File: src/rtl/ps2_pkg.sv
// ps2_pkg: shared PS/2 command/response codes and host-transmit state encoding
package ps2_pkg;
  localparam logic [7:0] CMD_SET_LED = 8'hED;
  localparam logic [7:0] CMD_ECHO    = 8'hEE;
  localparam logic [7:0] CMD_RESET   = 8'hFF;
  localparam logic [7:0] CMD_ENABLE  = 8'hF4;
  localparam logic [7:0] RSP_ACK     = 8'hFA;
  localparam logic [7:0] RSP_BAT     = 8'hAA;
  typedef logic [2:0] tx_state_t;
  localparam tx_state_t ST_IDLE      = 3'd0;
  localparam tx_state_t ST_INHIBIT   = 3'd1;
  localparam tx_state_t ST_REQ       = 3'd2;
  localparam tx_state_t ST_DATA      = 3'd3;
  localparam tx_state_t ST_ACK       = 3'd4;
  localparam tx_state_t ST_WAIT_IDLE = 3'd5;
  localparam tx_state_t ST_FINISH    = 3'd6;
endpackage

File: src/rtl/ps2_line_sync.sv
// ps2_line_sync: 2-FF synchronizers for the PS/2 lines plus clock falling-edge detect
module ps2_line_sync (
  input  logic clk,
  input  logic rst,
  input  logic clk_in,
  input  logic data_in,
  output logic clk_s,
  output logic data_s,
  output logic fe
);
  logic [1:0] clk_ff, data_ff;
  logic clk_prev;
  always_ff @(posedge clk) begin
    if (rst) begin
      clk_ff   <= 2'b11;
      data_ff  <= 2'b11;
      clk_prev <= 1'b1;
    end else begin
      clk_ff   <= {clk_ff[0], clk_in};
      data_ff  <= {data_ff[0], data_in};
      clk_prev <= clk_ff[1];
    end
  end
  assign clk_s  = clk_ff[1];
  assign data_s = data_ff[1];
  assign fe     = clk_prev & ~clk_ff[1];
endmodule

File: src/rtl/ps2_host_tx.sv
// ps2_host_tx: host-to-device PS/2 command transmitter with ack check and timeout
module ps2_host_tx
  import ps2_pkg::*;
#(
  parameter int CLK_HZ     = 50_000_000,
  parameter int INHIBIT_US = 100,
  parameter int TIMEOUT_US = 15000
) (
  input  logic       clk,
  input  logic       rst,
  input  logic       ps2_clk_in,
  input  logic       ps2_data_in,
  output logic       ps2_clk_oe,
  output logic       ps2_data_oe,
  input  logic [7:0] tx_data,
  input  logic       tx_start,
  output logic       tx_busy,
  output logic       tx_done,
  output logic       tx_error,
  output logic       rx_inhibit
);
  localparam int INHIBIT_CYC = CLK_HZ / 1_000_000 * INHIBIT_US;
  localparam int TIMEOUT_CYC = CLK_HZ / 1_000_000 * TIMEOUT_US;
  localparam int CW = $clog2(TIMEOUT_CYC > INHIBIT_CYC ? TIMEOUT_CYC : INHIBIT_CYC) + 1;
  localparam logic [CW-1:0] INH_LAST = CW'(INHIBIT_CYC - 1);
  localparam logic [CW-1:0] TO_LAST  = CW'(TIMEOUT_CYC - 1);
  tx_state_t state;
  logic [7:0] shreg;
  logic [3:0] fe_cnt;
  logic [CW-1:0] inh_cnt, to_cnt;
  logic parity, err, data_oe_r, clk_s, data_s, fe, timing;
  ps2_line_sync u_sync (
    .clk    (clk),
    .rst    (rst),
    .clk_in (ps2_clk_in),
    .data_in(ps2_data_in),
    .clk_s  (clk_s),
    .data_s (data_s),
    .fe     (fe)
  );
  assign timing = state != ST_IDLE && state != ST_FINISH;
  always_ff @(posedge clk) begin
    if (rst) begin
      state     <= ST_IDLE;
      shreg     <= '0;
      parity    <= 1'b0;
      fe_cnt    <= '0;
      inh_cnt   <= '0;
      to_cnt    <= '0;
      err       <= 1'b0;
      data_oe_r <= 1'b0;
    end else if (timing && to_cnt == TO_LAST) begin
      state     <= ST_FINISH;
      err       <= 1'b1;
      data_oe_r <= 1'b0;
    end else begin
      if (timing) to_cnt <= to_cnt + 1'b1;
      case (state)
        ST_IDLE: if (tx_start) begin
          shreg   <= tx_data;
          parity  <= ~^tx_data;
          fe_cnt  <= '0;
          inh_cnt <= '0;
          to_cnt  <= '0;
          err     <= 1'b0;
          state   <= ST_INHIBIT;
        end
        ST_INHIBIT: if (inh_cnt == INH_LAST) begin
          data_oe_r <= 1'b1;
          state     <= ST_REQ;
        end else inh_cnt <= inh_cnt + 1'b1;
        // fe_cnt holds edges already seen: 0..7 data, 8 parity, 9 stop
        ST_REQ, ST_DATA: if (fe) begin
          fe_cnt    <= fe_cnt + 1'b1;
          shreg     <= shreg >> 1;
          data_oe_r <= fe_cnt < 4'd8 ? ~shreg[0] : fe_cnt == 4'd8 ? ~parity : 1'b0;
          state     <= fe_cnt == 4'd9 ? ST_ACK : ST_DATA;
        end
        ST_ACK: if (fe) begin
          err   <= data_s;
          state <= data_s ? ST_FINISH : ST_WAIT_IDLE;
        end
        ST_WAIT_IDLE: if (clk_s & data_s) state <= ST_FINISH;
        ST_FINISH: state <= ST_IDLE;
        default: state <= ST_IDLE;
      endcase
    end
  end
  assign ps2_clk_oe  = state == ST_INHIBIT;
  assign ps2_data_oe = data_oe_r;
  assign tx_busy     = state != ST_IDLE;
  assign rx_inhibit  = tx_busy;
  assign tx_done     = state == ST_FINISH;
  assign tx_error    = tx_done & err;
endmodule

File: config.mk
export PLATFORM = sky130hd
export DESIGN_NAME = ps2_host_tx
export DESIGN_NICKNAME = d
export VERILOG_FILES = /design/src/rtl/ps2_pkg.sv /design/src/rtl/ps2_line_sync.sv /design/src/rtl/ps2_host_tx.sv
export SDC_FILE = /design/constraint.sdc
export NUM_CORES = 1
export LEC_CHECK = 0
export CORE_MARGIN = 2
export CORE_UTILIZATION = 40
export CTS_BUF_LIST = sky130_fd_sc_hd__clkbuf_4
export CTS_CLUSTER_SIZE = 20
export DETAILED_ROUTE_END_ITERATION = 8
export GPL_ROUTABILITY_DRIVEN = 0
export GPL_TIMING_DRIVEN = 1
export SETUP_SLACK_MARGIN = 0.5
export SLEW_MARGIN = 20
export SYNTH_ARGS = -nofsm -noshare
export SYNTH_HDL_FRONTEND = slang
export SYNTH_HIERARCHICAL = 1
export SYNTH_SLANG_ARGS = --single-unit
File: constraint.sdc
create_clock -name clk -period 5.4 [get_ports clk]
set_clock_uncertainty 0.1 [all_clocks]
set_input_delay 1.08 -clock clk [delete_from_list [all_inputs] [get_ports clk]]
set_output_delay 1.08 -clock clk [all_outputs]
set_load 0.02 [all_outputs]
==> Word-level counts from Yosys, hierarchy flattened <==
Cells that the tools add are included.
{ "word_totals": {"regBits": 65, "wordCells": 93, "inputBits": 13} }
{ "classes": {"muxes": 30, "order_cmp": 1, "n_eq_ne": 22, "reduce_logical": 18, "n_addsub": 3, "n_bitwise": 7} }
{ "op_table": {"columns": ["op", "n"], "rows": [
  ["2-to-1 mux 21 bit", 5],
  ["adder 21 x 1 -> 21 bit (second input constant)", 2],
  ["case mux 21 bit (2 select lines)", 1],
  ["== test 21 x 13 -> 1 bit (second input constant)", 1],
  ["== test 21 x 20 -> 1 bit (second input constant)", 1],
  ["2-to-1 mux 3 bit", 7],
  ["2-to-1 mux 8 bit", 2],
  ["case mux 8 bit (2 select lines)", 1],
  ["inequality test 3 bit (second input constant)", 5],
  ["case mux 3 bit (5 select lines)", 1],
  ["inequality test 2 bit (second input constant)", 5],
  ["AND reduction 5 bit", 2],
  ["== test 3 bit (second input constant)", 3],
  ["AND reduction 3 bit", 3],
  ["== test 4 bit (second input constant)", 2],
  ["2-to-1 mux 4 bit", 2],
  ["case mux 4 bit (2 select lines)", 1],
  ["AND reduction 4 bit", 2],
  ["XNOR reduction 8 bit", 1],
  ["2-to-1 mux 1 bit", 7],
  ["== test 3 x 2 -> 1 bit (second input constant)", 2],
  ["nonzero test 2 bit", 3],
  ["nonzero test 3 bit", 2],
  ["adder 4 x 1 -> 4 bit (second input constant)", 1],
  ["11 further kinds", 19]
]} }

==> Longest topological paths before layout <==
Gate-level depths: netlist of the first run.
{ "depth": {"depth_word": 5, "mapped_depth": 9, "mapped_depth_nobuf": 7} }

==> Modules after synthesis <==
The synthesis of the first run kept the hierarchy.
{ "by_module_without_submodules": {"columns": ["mod", "n_inst", "area_each_um2", "cells_per_inst", "seq_area_each_um2"], "rows": [
  ["ps2_host_tx", 1, 3206.8, 379, 1201.2],
  ["ps2_line_sync", 1, 137.6, 11, 100.1]
]} }

==> Worst setup path before layout of the first run <==
No wires, ideal clock.
{ "synth_timing": {"path_kind": "input to register", "startpoint": "input tx_start", "endpoint": "register to_cnt[0]", "slack_ps": 2749, "path_stages": 6, "t_arrival_ps": 2434, "required_time_ps": 5183, "cell_sequence": "nor4b_1 -> or2_2 -> clkbuf_1 -> buf_2 -> buf_2 -> nor2_1"} }
{ "synth_via": {"elab_chain_cells": 2} }
{ "synth_rtl": {"columns": ["element", "line", "source"], "rows": [
  ["start: declaration", "ps2_host_tx.sv:16", "input logic tx_start,"],
  ["2-to-1 mux 21 bit", "ps2_host_tx.sv:59", "ST_IDLE: if (tx_start) begin"],
  ["2-to-1 mux 21 bit", "ps2_host_tx.sv:58", "case (state)"],
  ["end signal: assignment", "ps2_host_tx.sv:57", "if (timing) to_cnt <= to_cnt + 1'b1;"],
  ["end: declaration", "ps2_host_tx.sv:30", "logic [CW-1:0] inh_cnt, to_cnt;"]
]} }
No other way between the ends.
A chain may end at the register's enable or synchronous reset.

==> Worst setup path in the final report of the first run <==
{ "layout_timing": {"startpoint": "register state[2]", "endpoint": "output tx_error"} }
{ "layout_via": {"elab_chain_cells": 2} }
{ "layout_rtl": {"columns": ["element", "line", "source"], "rows": [
  ["start: declaration", "ps2_host_tx.sv:27", "tx_state_t state;"],
  ["start signal: assignment", "ps2_host_tx.sv:77", "state <= fe_cnt == 4'd9 ? ST_ACK : ST_DATA;"],
  ["start signal: assignment", "ps2_host_tx.sv:81", "state <= data_s ? ST_FINISH : ST_WAIT_IDLE;"],
  ["== test 3 bit", "ps2_host_tx.sv:93", "assign tx_done = state == ST_FINISH;"],
  ["AND 1 bit", "ps2_host_tx.sv:94", "assign tx_error = tx_done & err;"],
  ["end: declaration", "ps2_host_tx.sv:19", "output logic tx_error,"]
]} }
No other way between the ends.

==> results.cfg, run 1 <==
[clock_network]
cts_made_buffers = 9
clk_pin_slew_worst_paths_ps = 100
postCtsSetupBuffers = 0
hold_buffers = 0
cts.repair.resized = 0
cts_tree = yes
cts_root_buf = clkbuf_4
htreeDepth = 3
clkLatencyLatePin_ps = 400
clkSinkCount = 65
clockBufferDepth = 2

[global_route]
grt_max_degree = 42
grt_overflow = 0
antenna_found_initial = 0
grt_pass1_wl_mm = 11.78
grtUsageTotal_pct = 16.32
grt_pass1_vias = 2486

[logic_synthesis]
synth_xor_area_share_pct = 11.78
synth_seq_cells = 65
synth_compound_area_share_pct = 8.380
syn_area_um2 = 3344
synth_ff_type = dfxtp_1
synth_top_cell_by_area = dfxtp_1
avgSynthCellArea_um2 = 8.576
yosysSeqAreaShare_pct = 38.91
muxShareOfSynthArea_pct = 0.8979
synth_edf_count = 0
synthAdderAreaFrac_pct = 1.871
netlist.area_leader.share_pct = 38.91
synth_top_family_by_area = simple AND/OR/NAND/NOR gates
synthCells = 390
ys_async_sr_fraction_pct = 0
synth_cell_types = 59
yosys-top-cells-area = dfxtp_1 (39%), nor2_1 (7.4%), xnor2_1 (6.8%), xor2_1 (5.0%), nand2_1 (4.4%)
synthSimpleGateAreaFrac_pct = 33.86
synth_nets = 408
yosys_warnings = 6

[die]
die_area_um2 = 9109
die_w_um = 95.44
fp.dieH_um = 95.44
rows = 33
coreArea_um2 = 8175
start_util_pct = 40.91
io_pins = 19

[final_layout]
multi_input_comb_area_um2 = 1899
final_nets = 419
ff_latch_area_um2 = 1301
layout_commonest_cell = nor2_1
n_fill_cell = 823
layout-drive-gt1-share_pct = 7.901
layout_common_cells = nor2_1 (66), dfxtp_1 (65), nand2_1 (39), xnor2_1 (26), xor2_1 (19)
synthToLayoutAreaGrowth_pct = 10.33
antennaDiodeCount = 0

[run]
cap_violations = 0

[placed_design]
dpl.hpwl_mm = 4.645
place.port_buffers = 18

[critical_path]
cp-start-kind = flop
path_max_fanout = 13
slowest_stage = clkdlybuf4s50_1
worstPathCellList = nor2b_1 -> and3_1 -> clkdlybuf4s50_1
arrival_ps = 2060
regToRegSetupSlack_ps = 2490
r2r_cells = 6
cpLargestDelayFamily = buffers and inverters
critPathCaptureType = primary output
crit_type = reg2out
required_ps = 4220
timing.rr.start = state[1]
r2r_end = inh_cnt[3]
path_buf_inv = 1
max_stage_delay_ps = 600

[timing]
hold_viol_final = 0
tightest_slew_ps = 959.9
fmax_mhz = 308.8
drv_slew = 0
fin_tns_setup_ps = 0
relSlewSlack_pct = 35.88
period_needed_ps = 3239
setup_viol = 0
fin_crit_sh_pct = 59.97
grt_setup_unrepaired = false

[hold_path]
holdPathStages = 1
min_path_type = reg2reg
hold-path-endpoint = u_sync/data_ff[1]
min_from = u_sync/data_ff[0]

[status]
outcome = complete, no violations

[pwr]
p_comb_share_pct = 16.3
power.internal_uw = 724.9
power_switching_uw = 290.6
power_uw = 1016
cellPowerDensity_nw_per_um2 = 275.2
seqPwrFrac_pct = 51.5
swShare_pct = 28.62
peakVddDrop_uv = 121.9
p_leak_uw = 0.001267
p_clk_share_pct = 32.2

[routing]
vias = 2679
dr_wl_met2_mm = 3.153
highest_layer = met4
ant_nets = 0
drc = 0
drt_iter0_drc = 173
wl_mm = 6.909
drtPass1Iterations = 4
dr_wl_met3_um = 219
vias_per_cell = 5.253
wl_met1_mm = 3.445
post_drt_wl_per_cell_um = 13.55
-- sequential cells by signal (all words and copies together) (netlist names) --
name and count:
u_sync/clk_prev 1, u_sync/clk_ff 2, u_sync/data_ff 2, err 1
shreg 8, inh_cnt 21, state 3, ps2_data_oe 1
to_cnt 21, fe_cnt 4, parity 1
-- cell type report --
class	count	area share, %
clock buffer	12	2.442
clock inverter	3	1.153
inverter	8	0.8138
multi-input combinational	297	51.48
sequential	65	35.27
tap	105	3.561
timing repair buffer	20	5.290
-- power groups by stage --
stage	sequential [uW]	combinational, uW	clock (uW)
2_1_floorplan	523	132	0
3_3_place_gp	534	164	0
3_5_place_dp	534	167	0
4_1_cts	523	168	335
5_1_grt	527	187	358
6_report	523	165	327
-- cell families (layout without fill, tap and decap cells) --
family,count (synthesis),in the layout
simple gates,206,206
flops,65,65
xor+xnor,45,45
compound gates,38,38
buf+inv,28,43
fa+ha+maj,5,5
mux,3,3
-- routing by layer --
metal | global-route usage, % | vias to the layer above
li1 | - | 1375
met1 | 22.07 | 1255
met2 | 25.65 | 42
met3 | 3.162 | 7
met4 | 6.429 | 0
met5 | 0 | -
-- cell usage after synthesis (all sizes together) (3+ instances only) --
master and n:
a21oi 8, a311oi 7, a31oi 3, and2 3, and3 9, buf 8, clkbuf 12, dfxtp 65
ha 5, inv 8, mux2i 3, nand2 39, nand3 18, nand4 14, nor2 67, nor2b 6
nor3 12, nor3b 5, nor4 6, nor4b 7, o21ai 5, or2 6, or3 3, xnor2 26
xor2 19
-- through the flow --
stage / instances / setup WS, ps / hold WS (ps) / cell area, um^2 / utilization (%)
after floorplan: 390 / 2749 / 283.2 / 3344 / -
after global placement: 495 / 1824 / 291.1 / 3557 / 43.51
after detailed placement: 495 / 1756 / 290.6 / 3557 / 43.51
after CTS: 510 / 2158 / 311.2 / 3690 / 45.13
after global routing: 510 / 2060 / 326.8 / 3690 / 45.13
final: 510 / 2161 / 308.7 / 3690 / 45.13
-- worst max-delay path by stage --
stage	from	end	slack, ps	cells after the start
after floorplan	tx_start	to_cnt[0]	2750	6
after global placement	tx_start	fe_cnt[3]	1820	7
after detailed placement	tx_start	fe_cnt[3]	1760	7
after CTS	state[2]	tx_error	2160	3
after global routing	tx_start	fe_cnt[3]	2060	7
final	state[2]	tx_error	2160	3
Power figures use the tool's default switching activity.
==> inputs of run 2 (changes only) <==
==> constraint.sdc (replaced) <==
create_clock -name clk -period 3 [get_ports clk]
set_clock_uncertainty 0.1 [all_clocks]
set_input_delay 0.6 -clock clk [delete_from_list [all_inputs] [get_ports clk]]
set_output_delay 0.6 -clock clk [all_outputs]
set_load 0.02 [all_outputs]
==> results.cfg, run 2 (synthesis results as in run 1) <==
[final_layout]
antennaDiodeCount = 0
final_nets = 426
layout_commonest_cell = nor2_1
fin_cells = 518
reg_top3 = inh_cnt x21, to_cnt x21, shreg x8
layout_common_cells = nor2_1 (66), dfxtp_1 (63), nand2_1 (39), xnor2_1 (26), xor2_1 (19)
postLayoutCellArea_um2 = 3755
layout-drive-gt1-share_pct = 9.685
final_util_pct = 45.93
synthToLayoutAreaGrowth_pct = 12.27

[die]
die_area_um2 = 9109
io_pins = 19
fp.dieH_um = 95.44
die_w_um = 95.44
coreArea_um2 = 8175
start_util_pct = 40.91
rows = 33

[critical_path]
crit_type = reg2reg
required_ps = 3250
timing.rr.start = to_cnt[18]
r2r_end = inh_cnt[3]
cp-start-kind = flop
path_max_fanout = 21
regToRegSetupSlack_ps = 640
r2r_cells = 6
cp-endpoint = inh_cnt[3]
arrival_ps = 2610
setup.worst_path.start = to_cnt[18]
critPathCaptureType = flop

[routing]
dr_wl_met2_mm = 3.197
wl_mm = 6.989
wl_met1_mm = 3.344
drtPass1Iterations = 4
dr_wl_met3_um = 301
vias = 2720
drt_iter0_drc = 112
ant_nets = 0
vias_per_cell = 5.251
drc = 0
post_drt_wl_per_cell_um = 13.49
highest_layer = met4

[placed_design]
dpl.hpwl_mm = 4.873
place.port_buffers = 18
dp_cells = 502
dpl_worst_slack_ps = 279.8
placed_area_um2 = 3622

[pwr]
cellPowerDensity_nw_per_um2 = 488.8
peakVddDrop_uv = 261.5
p_leak_uw = 0.001323

[hold_path]
min_path_type = reg2reg

[status]
outcome = complete, no violations

[timing]
tightest_slew_ps = 581.4
fin_crit_sh_pct = 78.61
grt_setup_unrepaired = false
drv_slew = 0
period_needed_ps = 2358
fmax_mhz = 424.0
hold_viol_final = 0
relSlewSlack_pct = 61.16
setup_slack_ps = 641.8
fin_tns_setup_ps = 0
setup_viol = 0

[clock_network]
postCtsSetupBuffers = 0
cts_root_buf = clkbuf_4
cts_tree = yes
clkLatencyLatePin_ps = 420
clk_pin_slew_worst_paths_ps = 120
cts_made_buffers = 9
clkSinkCount = 65
clockBufferDepth = 2
htreeDepth = 3

[global_route]
grt_pass1_vias = 2551
grtUsageTotal_pct = 16.68
grt_max_degree = 32
antenna_found_initial = 0
grt_overflow = 0
grt_pass1_wl_mm = 11.90

[run]
cap_violations = 0
## run 2: layout make-up
cell class	instances	area, um^2
Fill cell	819	4420
Multi-Input combinational cell	297	1899
Sequential cell	65	1306
Timing Repair Buffer	27	254.0
Tap cell	105	131.4
Clock buffer	10	75.07
Clock inverter	6	58.81
Inverter	8	30.03
## run 2: worst max-delay path: stages, from the launching register on
cell	delay, ps
dfxtp_1	360
or4_4	540
nor4b_4	380
and3_4	480
nor3b_4	120
nand4_1	130
mux2i_1	180
## run 2: stage by stage
stage	total power, uW	hold slack (ps)
final	1836	312.0
after CTS	1856	321.5
after detailed placement	1283	295.6
after floorplan	1180	283.2
after global routing	1937	341.1
after global placement	1278	289.5
## run 2: how the worst min path moves through the flow
stage                                 start                 to  slack, ps  depth (start not counted)
after floorplan            u_sync/clk_ff[0]   u_sync/clk_ff[1]        280                          1
after global placement    u_sync/data_ff[0]  u_sync/data_ff[1]        290                          1
after detailed placement   u_sync/clk_ff[0]   u_sync/clk_ff[1]        300                          1
after CTS                  u_sync/clk_ff[0]   u_sync/clk_ff[1]        320                          1
after global routing       u_sync/clk_ff[0]   u_sync/clk_ff[1]        340                          1
final                      u_sync/clk_ff[0]   u_sync/clk_ff[1]        310                          1
## run 2: what timing repair did
| action | 4_1_cts | 5_1_grt |
|---|---|---|
| resized for setup | 8 | 0 |
| hold buffers | 0 | 0 |
| setup endpoints to repair | 5 | 0 |
## run 2: layer usage
metal  up-vias  GRT usage, %
met1      1268         22.04
met2        51         25.82
met5         -             0
met3        13         4.348
met4         0         6.905
li1       1388             -
## run 2: report_power, final
part | switching (uW) | leakage [uW] | internal [uW] | total [uW]
combinational | 184 | 0.000723 | 137 | 322
sequential | 34.7 | 0.000528 | 900 | 935
clock | 321 | 0.0000715 | 258 | 579
total | 540 | 0.00132 | 1300 | 1840
